File: config.mk
export PLATFORM = sky130hd
export DESIGN_NAME = forward_data_path
export DESIGN_NICKNAME = d
export VERILOG_FILES = /design/src/rtl/forward_data_path_pkg.sv /design/src/rtl/forward_data_path_fwd_mux4.sv /design/src/rtl/forward_data_path.sv
export SDC_FILE = /design/constraint.sdc
export NUM_CORES = 1
export LEC_CHECK = 0
export BUFFER_PORTS_ARGS = -buffer_cell sky130_fd_sc_hd__buf_2
export CORE_AREA = 2 2 155 157
export CTS_BUF_LIST = sky130_fd_sc_hd__clkbuf_4
export CTS_CLUSTER_DIAMETER = 200
export DETAILED_ROUTE_END_ITERATION = 10
export DIE_AREA = 0 0 157 159
export PLACE_DENSITY = 0.66
export REMOVE_ABC_BUFFERS = 1
export SETUP_SLACK_MARGIN = 0.3
export SYNTH_ARGS = -nofsm -noshare
export SYNTH_HDL_FRONTEND = slang
export SYNTH_HIERARCHICAL = 1
export SYNTH_SLANG_ARGS = --single-unit
export TNS_END_PERCENT = 5
File: constraint.sdc
create_clock -name CLK -period 3.2 [get_ports CLK]
set_input_delay 0.96 -clock CLK [delete_from_list [all_inputs] [get_ports CLK]]
set_output_delay 0.96 -clock CLK [all_outputs]
set_load 0.005 [all_outputs]
File: src/rtl/forward_data_path_pkg.sv
// Shared definitions for the forwarding data path.
//   FWD_SEL_*  : forwarding select encodings (regular, PC-4, PC-8, PC-12)
//   fwd_slot_t : one result-history slot {data, pending}
package forward_data_path_pkg;

  localparam logic [1:0] FWD_SEL_REG  = 2'd0;
  localparam logic [1:0] FWD_SEL_PC4  = 2'd1;
  localparam logic [1:0] FWD_SEL_PC8  = 2'd2;
  localparam logic [1:0] FWD_SEL_PC12 = 2'd3;

  typedef struct packed {
    logic [31:0] data;
    logic        pending;
  } fwd_slot_t;

endpackage

File: src/rtl/forward_data_path_fwd_mux4.sv
// 4:1 32-bit forwarding operand select.
// Ports:
//   sel       : forwarding select (FWD_SEL_*)
//   reg_data  : register-file value (select 0)
//   pc4_data  : PC-4 result, already load-bypassed (select 1)
//   pc8_data  : PC-8 result (select 2)
//   pc12_data : PC-12 result (select 3)
//   result    : selected operand
module fwd_mux4
  import forward_data_path_pkg::*;
(
  input  logic [1:0]  sel,
  input  logic [31:0] reg_data,
  input  logic [31:0] pc4_data,
  input  logic [31:0] pc8_data,
  input  logic [31:0] pc12_data,
  output logic [31:0] result
);

  always_comb begin
    result = reg_data;
    case (sel)
      FWD_SEL_PC4:  result = pc4_data;
      FWD_SEL_PC8:  result = pc8_data;
      FWD_SEL_PC12: result = pc12_data;
      default:      result = reg_data;
    endcase
  end

endmodule

File: src/rtl/forward_data_path.sv
// Forwarding data path: 3-slot result history (PC-4, PC-8, PC-12) with
// load patching, same-cycle load bypass and load-use stall detection.
// Ports:
//   CLK, RESET (sync, active-low), STALL (history freeze)
//   EXE_Result/EXE_Writes/EXE_Is_Load : result entering the history
//   MEM_Load_Data/MEM_Load_Valid      : late load data for a pending slot1
//   *_Select / Reg_*                  : per-operand select and register value
//   Fwd_*                             : forwarded operands (combinational)
//   Load_Use_Stall                    : a PC-4 forward is still waiting on load data
// Optional (macro FWD_DATA_STATS_EN): Fwd_Count, Load_Stall_Count statistics.
module forward_data_path
  import forward_data_path_pkg::*;
(
  input  logic        CLK,
  input  logic        RESET,
  input  logic        STALL,
  input  logic [31:0] EXE_Result,
  input  logic        EXE_Writes,
  input  logic        EXE_Is_Load,
  input  logic [31:0] MEM_Load_Data,
  input  logic        MEM_Load_Valid,
  input  logic [1:0]  EXE_A_Select,
  input  logic [1:0]  EXE_B_Select,
  input  logic [1:0]  MEM_Data_select,
  input  logic [1:0]  Branch_JR_select_A,
  input  logic [1:0]  Branch_JR_select_B,
  input  logic [31:0] Reg_A,
  input  logic [31:0] Reg_B,
  input  logic [31:0] Reg_MEM_Data,
  input  logic [31:0] Reg_Branch_A,
  input  logic [31:0] Reg_Branch_B,
  output logic [31:0] Fwd_A,
  output logic [31:0] Fwd_B,
  output logic [31:0] Fwd_MEM_Data,
  output logic [31:0] Fwd_Branch_A,
  output logic [31:0] Fwd_Branch_B,
  output logic        Load_Use_Stall
`ifdef FWD_DATA_STATS_EN
  ,
  output logic [31:0] Fwd_Count,
  output logic [31:0] Load_Stall_Count
`endif
);

  fwd_slot_t   slot1, slot2, slot3;
  logic        load_patch;
  logic [31:0] pc4_data;
  logic [4:0]  waiting;

  // Load data arriving for slot1 is both bypassed to consumers and written
  // into the history (slot1 when frozen, slot2 when shifting).
  assign load_patch = slot1.pending & MEM_Load_Valid;
  assign pc4_data   = load_patch ? MEM_Load_Data : slot1.data;

  always_ff @(posedge CLK) begin
    if (!RESET) begin
      slot1 <= '0;
      slot2 <= '0;
      slot3 <= '0;
    end else if (!STALL) begin
      slot3 <= slot2;
      // An unpatched pending load is passed on as-is but no longer pending.
      slot2 <= '{data: pc4_data, pending: 1'b0};
      slot1 <= '{data:    EXE_Writes ? EXE_Result : 32'h0,
                 pending: EXE_Writes & EXE_Is_Load};
    end else if (load_patch) begin
      slot1 <= '{data: MEM_Load_Data, pending: 1'b0};
    end
  end

  // Slots 2 and 3 are never pending, so those terms are constant zero; they
  // keep the pending bit meaning the same for every slot.
  function automatic logic wait_hit(input logic [1:0] sel, input fwd_slot_t s1,
                                    input fwd_slot_t s2, input fwd_slot_t s3,
                                    input logic valid);
    return ((sel == FWD_SEL_PC4)  & s1.pending & ~valid) |
           ((sel == FWD_SEL_PC8)  & s2.pending) |
           ((sel == FWD_SEL_PC12) & s3.pending);
  endfunction

  assign waiting[0] = wait_hit(EXE_A_Select,       slot1, slot2, slot3, MEM_Load_Valid);
  assign waiting[1] = wait_hit(EXE_B_Select,       slot1, slot2, slot3, MEM_Load_Valid);
  assign waiting[2] = wait_hit(MEM_Data_select,    slot1, slot2, slot3, MEM_Load_Valid);
  assign waiting[3] = wait_hit(Branch_JR_select_A, slot1, slot2, slot3, MEM_Load_Valid);
  assign waiting[4] = wait_hit(Branch_JR_select_B, slot1, slot2, slot3, MEM_Load_Valid);
  assign Load_Use_Stall = |waiting;

  fwd_mux4 u_mux_a (
    .sel(EXE_A_Select), .reg_data(Reg_A), .pc4_data(pc4_data),
    .pc8_data(slot2.data), .pc12_data(slot3.data), .result(Fwd_A));
  fwd_mux4 u_mux_b (
    .sel(EXE_B_Select), .reg_data(Reg_B), .pc4_data(pc4_data),
    .pc8_data(slot2.data), .pc12_data(slot3.data), .result(Fwd_B));
  fwd_mux4 u_mux_mem (
    .sel(MEM_Data_select), .reg_data(Reg_MEM_Data), .pc4_data(pc4_data),
    .pc8_data(slot2.data), .pc12_data(slot3.data), .result(Fwd_MEM_Data));
  fwd_mux4 u_mux_br_a (
    .sel(Branch_JR_select_A), .reg_data(Reg_Branch_A), .pc4_data(pc4_data),
    .pc8_data(slot2.data), .pc12_data(slot3.data), .result(Fwd_Branch_A));
  fwd_mux4 u_mux_br_b (
    .sel(Branch_JR_select_B), .reg_data(Reg_Branch_B), .pc4_data(pc4_data),
    .pc8_data(slot2.data), .pc12_data(slot3.data), .result(Fwd_Branch_B));

`ifdef FWD_DATA_STATS_EN
  logic any_fwd;

  assign any_fwd = (EXE_A_Select       != FWD_SEL_REG) |
                   (EXE_B_Select       != FWD_SEL_REG) |
                   (MEM_Data_select    != FWD_SEL_REG) |
                   (Branch_JR_select_A != FWD_SEL_REG) |
                   (Branch_JR_select_B != FWD_SEL_REG);

  always_ff @(posedge CLK) begin
    if (!RESET) begin
      Fwd_Count        <= '0;
      Load_Stall_Count <= '0;
    end else begin
      if (!STALL && any_fwd) Fwd_Count <= Fwd_Count + 32'd1;
      if (Load_Use_Stall)    Load_Stall_Count <= Load_Stall_Count + 32'd1;
    end
  end
`endif

endmodule

==> results of run 1 <==
==> power breakdown <==
part           internal, uW  leakage [uW]  total, uW  switching (uW)
logic                   664       0.00406       1160             494
registers              1260      0.000794       1330            69.6
clock network           164     0.0000599        614             450
total                  2090       0.00491       3110            1010
==> logic make-up (layout without fill, tap and decap cells) <==
kind of cell,count (synthesis),after routing,synth area share [%]
compound gates,99,99,8.46
simple gates,135,135,7.21
buf+inv,81,465,8.13
other cells,0,5,0
mux,224,224,52.9
flops,97,97,23.3
==> placed cells by master, fill, tap and decap left out <==
cell type / count
nand2_2: 1
nor2_1: 33
dfxtp_1: 97
o21ba_1: 25
inv_1: 3
mux4_2: 160
bufbuf_16: 1
buf_2: 383
a31oi_1: 33
clkinv_2: 1
clkinv_4: 2
buf_16: 2
and2_4: 1
mux2i_1: 32
diode_2: 5
clkinvlp_4: 1
mux2_4: 32
buf_8: 1
a2bb2oi_1: 1
nand2_1: 32
o21ba_2: 7
buf_4: 19
buf_6: 18
a222oi_1: 1
nor2b_4: 1
buf_12: 21
o21ai_0: 32
inv_2: 2
clkbuf_4: 10
clkinv_1: 1
nand2b_1: 3
nand3_1: 64
==> area by class of cell <==
type / instances / area (um^2)
fillers: 2129 / 12200
clock inverters: 5 / 33.8
well taps: 319 / 399
flip-flops and latches: 97 / 1940
diodes: 5 / 12.5
clock buffers: 10 / 75.1
repair buffers: 445 / 2790
inverters: 5 / 18.8
multi-input cells: 458 / 5720
==> tightest hold or removal path, stage by stage, from the launching register on <==
cell     delay, ns
dfxtp_1       0.34
nand3_1       0.07
a31oi_1       0.07
==> layer usage <==
layer	up-vias	routed length, um
li1	3360	-
met1	3944	12100
met2	515	16000
met3	84	2890
met4	2	1260
met5	-	11
==> worst max path at each step <==
stage / depth (start not counted) / startpoint / slack, ns / endpoint
2_1_floorplan: 3 / MEM_Load_Valid / -0.25 / Fwd_A[28]
3_3_place_gp: 6 / MEM_Load_Valid / -0.31 / Fwd_Branch_B[28]
3_5_place_dp: 6 / MEM_Load_Valid / -0.31 / Fwd_Branch_B[28]
4_1_cts: 7 / MEM_Load_Valid / -0.26 / Fwd_MEM_Data[5]
5_1_grt: 7 / MEM_Load_Valid / -0.31 / Fwd_B[19]
6_report: 7 / MEM_Load_Valid / -0.30 / Fwd_B[19]
==> timing repair <==
item	CTS	global route
pin swaps	2	2
setup buffers	2	1
cloned	2	0
resized for setup	28	15
endpoints found under the setup margin	161	161
==> synth_stat cells <==
master and instances:
mux4_2 150, dfxtp_1 97, nand3_1 64, a31oi_1 33, nand2_1 33, nor2_1 33
mux2i_1 32, o21ai_0 32, clkbuf_1 25, mux2_4 25, o21ba_1 25, buf_2 24
buf_12 17, mux4_1 10, mux2_2 7, o21ba_2 7, buf_6 6, inv_1 5
buf_4 3, nand2b_1 3, a222oi_1 1, a2bb2oi_1 1, and2_4 1, buf_8 1
nor2b_1 1
==> sequential cells by signal, summed over array words and instances (netlist names) <==
name   flops
slot3     32
slot1     33
slot2     32
==> through the flow <==
step / total power [uW] / instances / instance area, um^2
finish: 3110 / 1344 / 11000
global route: 3260 / 1342 / 11000
CTS: 3120 / 1338 / 10900
detailed placement: 2470 / 1319 / 10700
global placement: 2450 / 1319 / 10700
floorplan: 1830 / 560 / 7680
==> reports/results.tsv, run 1 <==
metric	value	unit
outcome	complete, but fails checks	
failing checks	negative setup slack	
distinct cell type count after synthesis	25	
Min Hold Slack	0.504	ns
worst-path cell chain	buf_6 -> and2_4 -> buf_12 -> buf_6 -> mux2_4 -> mux4_2 -> buf_2	
largest area contributor in the netlist	mux4_2	
Initial Util	36.0	%
Worst slew margin	41.4	%
routed vias	7905	
GR Layer Usage met3	4.76	%
sequential element share of the synthesized area	23.3	%
# DRC	0	
mapped cell area	0.00834	mm^2
Power Dens Cells	283	mW/mm^2
met2 GRT Util	42.6	%
drt pass-1 iters	5	
total CTS buffers	9	
initial antenna violation count	6	
htree depth	3	
vias in the first global route	7943	
Synth Warn #	6	
Clock Path Buffers	2	
clk_skew	0.0216	ns
maximum fanout along the worst path	6	
CP peak stage delay	0.54	ns
total grt overflow	0	
GR peak layer	met2	
worst-margin pin slew	0.879	ns
vias per inst	5.88	
clock slew at the register clock pins of the worst setup and hold paths	0.16	ns
Final HPWL DP	23.8	mm
Final Net Count	1256	
worst hold path class	reg -> reg	
largest cells by area after synthesis	mux4_2 40%, dfxtp_1 23%, mux2_4 4.5%	
Yosys top cell area share	40.5	%
Antenna Nets Post-Route	0	
reg2reg setup slack	1.67	ns
share of layout cells above drive strength 1	65.0	%
First DRT Iteration DRCs	709	
minimum clock period	3.50	ns
Setup-failing EPs final	160	
final core occ	47.4	%
num ports	401	
Min-Delay Startpoint	slot1[9]	
RSZ-0062 raised after global routing	true	
# clock sinks	97	
CP dominant cell by count	buf_6	
post-synthesis register bit count	97	
number of port buffers	400	
fin crit share	109	%
Synth-to-Final Area Change	31.7	%
grt met1 use	31.6	%
Post-Syn Instances	636	
f_max	286	MHz
GPL Wtd Cong	0.823	
CTS tree	built	
WL/cell	24.0	um
Clock Latency Late Sink	0.47	ns
core area	0.0232	mm^2
# rows	56	
Leak	0.00491	uW
root buf cell	clkbuf_4	
Critical Path RT	2.24	ns
crit path max-delay cell type	mux4_2	
Max Transition Viols Final	0	
Fin. Hold Viols	0	
global-route wire length before repair	47.7	mm
CP bufs+invs	4	
crit path kind	in -> out	
Detailed Route WL	32.3	mm
Critical R2R Launch	slot1[0]	
Post-Syn Area per Cell	13.1	um^2
gr usage total	25.4	%
Die X	157	um
crit path DAT	2.54	ns
hold-fix buffers at CTS	0	
largest net degree at the start of global routing	71	
r2r worst-path depth	5	
Worst setup EP type	output port	
CP Launch Type	input pin	
Hold Path Depth	2	
Die H	159	um
die area	0.0250	mm^2
max_cap viols	0	
delay-heaviest family, CP	multiplexers	
WHS Endpoint	slot1[9]	
Crit Reg-Reg Endpoint	slot2[4]	
Place WS	-0.309	ns
Setup WS post-layout	-0.298	ns
Max IR drop VDD	0.212	mV
Setup TNS	-28.39	ns
Power figures use the tool's default switching activity.
==> run 2: changes to the inputs <==
--- a/config.mk
+++ b/config.mk
@@ -11,7 +11,7 @@
 export CTS_CLUSTER_DIAMETER = 200
 export DETAILED_ROUTE_END_ITERATION = 10
 export DIE_AREA = 0 0 157 159
-export PLACE_DENSITY = 0.66
+export PLACE_DENSITY = 0.64
 export REMOVE_ABC_BUFFERS = 1
 export SETUP_SLACK_MARGIN = 0.3
 export SYNTH_ARGS = -nofsm -noshare
==> reports/results.tsv, run 2 (synthesis gave the netlist of run 1 again) <==
metric	value	unit	change
crit path max-delay cell type	mux4_2		
Area after DPL	0.0106	mm^2	-0.59%
commonest non-fill, non-tap cell in the layout	buf_2		
Die H	159	um	unchanged
Reg area	0.00194	mm^2	unchanged
Largest regs	slot1 (33), slot2 (32), slot3 (32)		
reg2reg setup slack	1.69	ns	+0.02 ns
vias per inst	5.78		-1.8%
RSZ-0062 raised after global routing	true		
Critical R2R Launch	slot1[0]		
Crit Reg-Reg Endpoint	slot1[17]		
Die X	157	um	unchanged
core area	0.0232	mm^2	unchanged
footprint of the multi-input gates	0.00572	mm^2	unchanged
Max IR drop VDD	0.187	mV	-12%
Final Cell Area	0.0109	mm^2	-0.59%
hold-fix buffers at CTS	0		unchanged
Power Dens Cells	279	mW/mm^2	-1.4%
highest-count cells in the layout ignoring fill and taps	385 x buf_2, 160 x mux4_2, 97 x dfxtp_1		
Antenna Nets Post-Route	0		unchanged
Hold Path Depth	2		unchanged
WL/cell	22.6	um	-5.8%
worst hold path class	reg -> reg		
Synth-to-Final Area Change	30.9	%	
minimum clock period	3.44	ns	-0.0623 ns
number of port buffers	400		unchanged
WHS Endpoint	slot1[8]		
delay-heaviest family, CP	multiplexers		
CP peak stage delay	0.47	ns	-0.07 ns
routed vias	7693		-2.7%
First DRT Iteration DRCs	478		-33%
gr usage total	23.7	%	-1.7 points
worst-path cell chain	buf_8 -> and2_4 -> buf_12 -> buf_16 -> mux2_4 -> mux4_2 -> buf_6		
Max Transition Viols Final	0		unchanged
total CTS buffers	9		unchanged
Fin. Hold Viols	0		unchanged
Initial Util	36.0	%	unchanged
failing checks	negative setup slack		
Clock Path Buffers	2		unchanged
# DRC	0		unchanged
GPL Wtd Cong	0.895		+8.8%
Setup-failing EPs final	160		unchanged
global-route wire length before repair	45.0	mm	-5.6%
Critical Path RT	2.24	ns	about the same
Final Net Count	1248		-0.64%
Clock Latency Late Sink	0.46	ns	about the same
share of layout cells above drive strength 1	64.5	%	-0.47 points
Min-Delay Startpoint	slot1[8]		
total grt overflow	0		unchanged
max FFs per register	33		unchanged
fin crit share	107	%	-1.9 points
Leak	0.00488	uW	-0.81%
largest net degree at the start of global routing	81		+14%
Largest Register	slot1		
# clock sinks	97		unchanged
initial antenna violation count	2		-4
fill cell count	2164		+1.6%
num ports	401		unchanged
Detailed Route WL	30.1	mm	-6.7%
outcome	complete, but fails checks		
# rows	56		unchanged
r2r worst-path depth	6		+1
f_max	291	MHz	+1.8%
worst-margin pin slew	0.939	ns	+0.0606 ns
drt pass-1 iters	5		unchanged
die area	0.0250	mm^2	unchanged
htree depth	3		unchanged
max_cap viols	0		unchanged
Setup WS post-layout	-0.236	ns	+0.0623 ns
crit path kind	in -> out		
Worst setup EP type	output port		
Final HPWL DP	22.2	mm	-6.4%
maximum fanout along the worst path	6		unchanged
CTS tree	built		
crit path DAT	2.48	ns	-0.06 ns
Setup TNS	-23.95	ns	+4.45 ns
root buf cell	clkbuf_4		
clock slew at the register clock pins of the worst setup and hold paths	0.18	ns	+0.02 ns
Worst slew margin	37.4	%	-4.0 points
CP bufs+invs	4		unchanged
vias in the first global route	7717		-2.8%
CP Launch Type	input pin		
clk_skew	0.0360	ns	+0.0144 ns
==> run 2: cell count changes in the layout (fill, tap and decap cells not counted), moves of 2 or more <==
cell	delta
clkinv_1	+2
buf_4	-6
diode_2	-4
buf_2	+2
buf_6	-7
==> run 2: worst register-to-register path, stage by stage (launching register included) <==
cell and delay, ns:
dfxtp_1 0.39, and2_4 0.24, buf_12 0.12, bufbuf_16 0.27, buf_4 0.11, nand3_1 0.07, a31oi_1 0.22
==> run 2: power by group <==
group          total [uW]  switching, uW  internal [uW]
clock                 585            434            151
sequential           1330           69.0           1260
combinational        1120            467            657
total                3040            971           2070
==> run 2: cell type report <==
cell class,instances,area share (%)
diodes,1,0.0229
flip-flops and latches,97,17.8
clock buffers,9,0.619
multi-input cells,458,52.4
clock inverters,6,0.321
well taps,319,3.65
repair buffers,437,25.0
inverters,5,0.218
==> run 2: worst max path at each step <==
| stage | start | endpoint | slack, ns | cells past startpoint |
|---|---|---|---|---|
| after floorplan | MEM_Load_Valid | Fwd_A[28] | -0.25 | 3 |
| after global routing | MEM_Load_Valid | Fwd_MEM_Data[20] | -0.27 | 7 |
| after CTS | MEM_Load_Valid | Fwd_A[6] | -0.23 | 7 |
| after detailed placement | MEM_Load_Valid | Fwd_Branch_A[28] | -0.28 | 6 |
| final | MEM_Load_Valid | Fwd_MEM_Data[20] | -0.24 | 7 |
| after global placement | MEM_Load_Valid | Fwd_B[29] | -0.29 | 6 |
==> run 2: stage by stage <==
step / power, uW / setup WS, ns / instances / hold WS, ns / utilization [%]
global route: 3210 / -0.265 / 1332 / 0.518 / 47.1
global placement: 2440 / -0.289 / 1309 / 0.466 / 45.7
finish: 3040 / -0.236 / 1332 / 0.496 / 47.1
detailed placement: 2450 / -0.285 / 1309 / 0.472 / 45.7
floorplan: 1830 / -0.248 / 560 / 0.457 / -
CTS: 3070 / -0.230 / 1331 / 0.494 / 46.7
==> run 2: layer usage <==
metal / GRT usage, % / part of all wire (%) / wire length [um]
met4: 6.38 / 2.0 / 593
met3: 4.90 / 7.4 / 2220
met2: 42.5 / 52 / 15700
met1: 28.6 / 39 / 11600
met5: 0 / 0.043 / 13
==> run 2: what timing repair did <==
item	CTS	global route
pin swaps	0	2
gates cloned	3	0
setup buffers	4	0
resized for setup	21	17
setup endpoints to repair	160	161
==> run 3: changes to the inputs <==
--- a/config.mk
+++ b/config.mk
@@ -6,14 +6,15 @@
 export NUM_CORES = 1
 export LEC_CHECK = 0
 export BUFFER_PORTS_ARGS = -buffer_cell sky130_fd_sc_hd__buf_2
-export CORE_AREA = 2 2 155 157
+export CORE_AREA = 2 2 157 159
 export CTS_BUF_LIST = sky130_fd_sc_hd__clkbuf_4
 export CTS_CLUSTER_DIAMETER = 200
 export DETAILED_ROUTE_END_ITERATION = 10
-export DIE_AREA = 0 0 157 159
-export PLACE_DENSITY = 0.64
+export DIE_AREA = 0 0 159 161
+export PLACE_DENSITY = 0.62
 export REMOVE_ABC_BUFFERS = 1
 export SETUP_SLACK_MARGIN = 0.3
+export SKIP_CTS_REPAIR_TIMING = 1
 export SYNTH_ARGS = -nofsm -noshare
 export SYNTH_HDL_FRONTEND = slang
 export SYNTH_HIERARCHICAL = 1
==> reports/results.tsv, run 3 (synthesis gave the netlist of run 1 again) <==
metric	value	unit	change
GPL Wtd Cong	0.780		-13%
Max IR drop VDD	0.168	mV	-9.9%
WHS Endpoint	slot1[7]		
Antenna Nets Post-Route	0		unchanged
largest net degree at the start of global routing	70		-14%
crit path kind	in -> out		
total CTS buffers	9		unchanged
Leak	0.00492	uW	+0.86%
outcome	complete, but fails checks		
Worst slew margin	45.7	%	+8.3 points
routed vias	7635		-0.75%
Critical Path RT	2.24	ns	about the same
Final Cell Area	0.0109	mm^2	-0.47%
Final Power	3040	uW	about the same
RSZ-0062 raised after global routing	true		
Min-Delay Startpoint	slot1[7]		
WL/cell	21.6	um	-4.5%
fill cell count	2290		+5.8%
vias in the first global route	7600		-1.5%
clock slew at the register clock pins of the worst setup and hold paths	0.14	ns	-0.04 ns
met1 WL	11.8	mm	+2.1%
drt pass-1 iters	5		unchanged
Final HPWL DP	21.2	mm	-4.6%
gr usage total	21.8	%	-1.9 points
max_cap viols	0		unchanged
failing checks	negative setup slack		
Final Net Count	1251		+0.24%
clk_skew	0.0251	ns	-0.0109 ns
First DRT Iteration DRCs	550		+15%
Setup WS post-layout	-0.260	ns	-0.0244 ns
Synth-to-Final Area Change	30.3	%	
met2 wire len	14.8	mm	-5.8%
Min Hold Slack	0.494	ns	-0.00221 ns
Clock Latency Late Sink	0.46	ns	about the same
share of layout cells above drive strength 1	63.8	%	-0.68 points
htree depth	3		unchanged
Die H	161	um	+1.3%
top routing layer in use	met5		
Setup-failing EPs final	160		unchanged
crit path DAT	2.50	ns	+0.02 ns
Fin. Hold Viols	0		unchanged
Largest Register	slot1		
max FFs per register	33		unchanged
Detailed Route WL	28.9	mm	-3.9%
# DRC	0		unchanged
global-route wire length before repair	43.6	mm	-3.0%
final core occ	45.4	%	-1.7 points
highest-count cells in the layout ignoring fill and taps	391 x buf_2, 150 x mux4_2, 97 x dfxtp_1		
total grt overflow	0		unchanged
worst-margin pin slew	0.815	ns	-0.124 ns
Clock Path Buffers	2		unchanged
f_max	289	MHz	-0.71%
CTS tree	built		
number of port buffers	400		unchanged
root buf cell	clkbuf_4		
vias per inst	5.70		-1.3%
footprint of the multi-input gates	0.00574	mm^2	+0.26%
r2r worst-path depth	5		-1
minimum clock period	3.46	ns	+0.0244 ns
commonest non-fill, non-tap cell in the layout	buf_2		
Worst setup EP type	output port		
core area	0.0240	mm^2	+3.3%
Max Transition Viols Final	0		unchanged
reg2reg setup slack	1.70	ns	about the same
Critical R2R Launch	slot1[0]		
Die X	159	um	+1.3%
Area after DPL	0.0106	mm^2	+0.32%
num ports	401		unchanged
CP Launch Type	input pin		
Largest regs	slot1 (33), slot2 (32), slot3 (32)		
initial antenna violation count	2		unchanged
Crit Reg-Reg Endpoint	slot2[7]		
# clock sinks	97		unchanged
Power Dens Cells	280	mW/mm^2	+0.38%
maximum fanout along the worst path	8		+2
Reg area	0.00194	mm^2	unchanged
fin crit share	108	%	+0.76 points
worst hold path class	reg -> reg		
Initial Util	34.8	%	-1.2 points
die area	0.0256	mm^2	+2.5%
WL met3	1.81	mm	-19%
Hold Path Depth	2		unchanged
# rows	57		+1.8%
==> run 3: final cells by class <==
| type | instances | area share (%) |
|---|---|---|
| clock buffers | 11 | 0.760 |
| flip-flops and latches | 97 | 17.9 |
| repair buffers | 440 | 24.4 |
| clock inverters | 4 | 0.288 |
| well taps | 324 | 3.73 |
| inverters | 5 | 0.173 |
| diodes | 1 | 0.0230 |
| multi-input cells | 458 | 52.8 |
==> run 3: how the worst max path moves through the flow <==
stage                       end  slack [ns]            from  cells after the start
5_1_grt         Fwd_Branch_A[9]       -0.30  MEM_Load_Valid                      7
2_1_floorplan         Fwd_A[28]       -0.25  MEM_Load_Valid                      3
6_report       Fwd_MEM_Data[21]       -0.26  MEM_Load_Valid                      7
4_1_cts        Fwd_MEM_Data[30]       -0.27  MEM_Load_Valid                      6
3_3_place_gp          Fwd_A[30]       -0.25  MEM_Load_Valid                      6
3_5_place_dp   Fwd_MEM_Data[30]       -0.26  MEM_Load_Valid                      6
==> run 3: stage by stage <==
step                setup TNS [ns]  std cells  setup WS [ns]
global placement            -30.30       1321         -0.255
finish                      -28.62       1340         -0.260
CTS                         -29.93       1336         -0.273
floorplan                   -23.07        560         -0.248
detailed placement          -29.44       1321         -0.263
global route                -34.73       1340         -0.297
==> run 3: worst max-delay path, cell delays in order <==
cell       delay, ns
buf_6           0.09
and2_4          0.18
buf_12          0.13
clkbuf_16       0.17
mux2_4          0.34
mux4_2          0.47
buf_2           0.15
==> run 3: power by group <==
part / total (uW) / leakage [uW] / switching, uW / internal (uW)
Combinational: 1100 / 0.00407 / 457 / 642
Clock: 610 / 0.0000552 / 435 / 175
Sequential: 1330 / 0.000794 / 67.0 / 1260
Total: 3040 / 0.00492 / 959 / 2080
==> run 3: metal layers <==
layer  vias up  GRT usage (%)
met5         -              0
met4         2           5.87
met3        36           3.80
met2       369           37.9
met1      3880           28.2
li1       3348              -
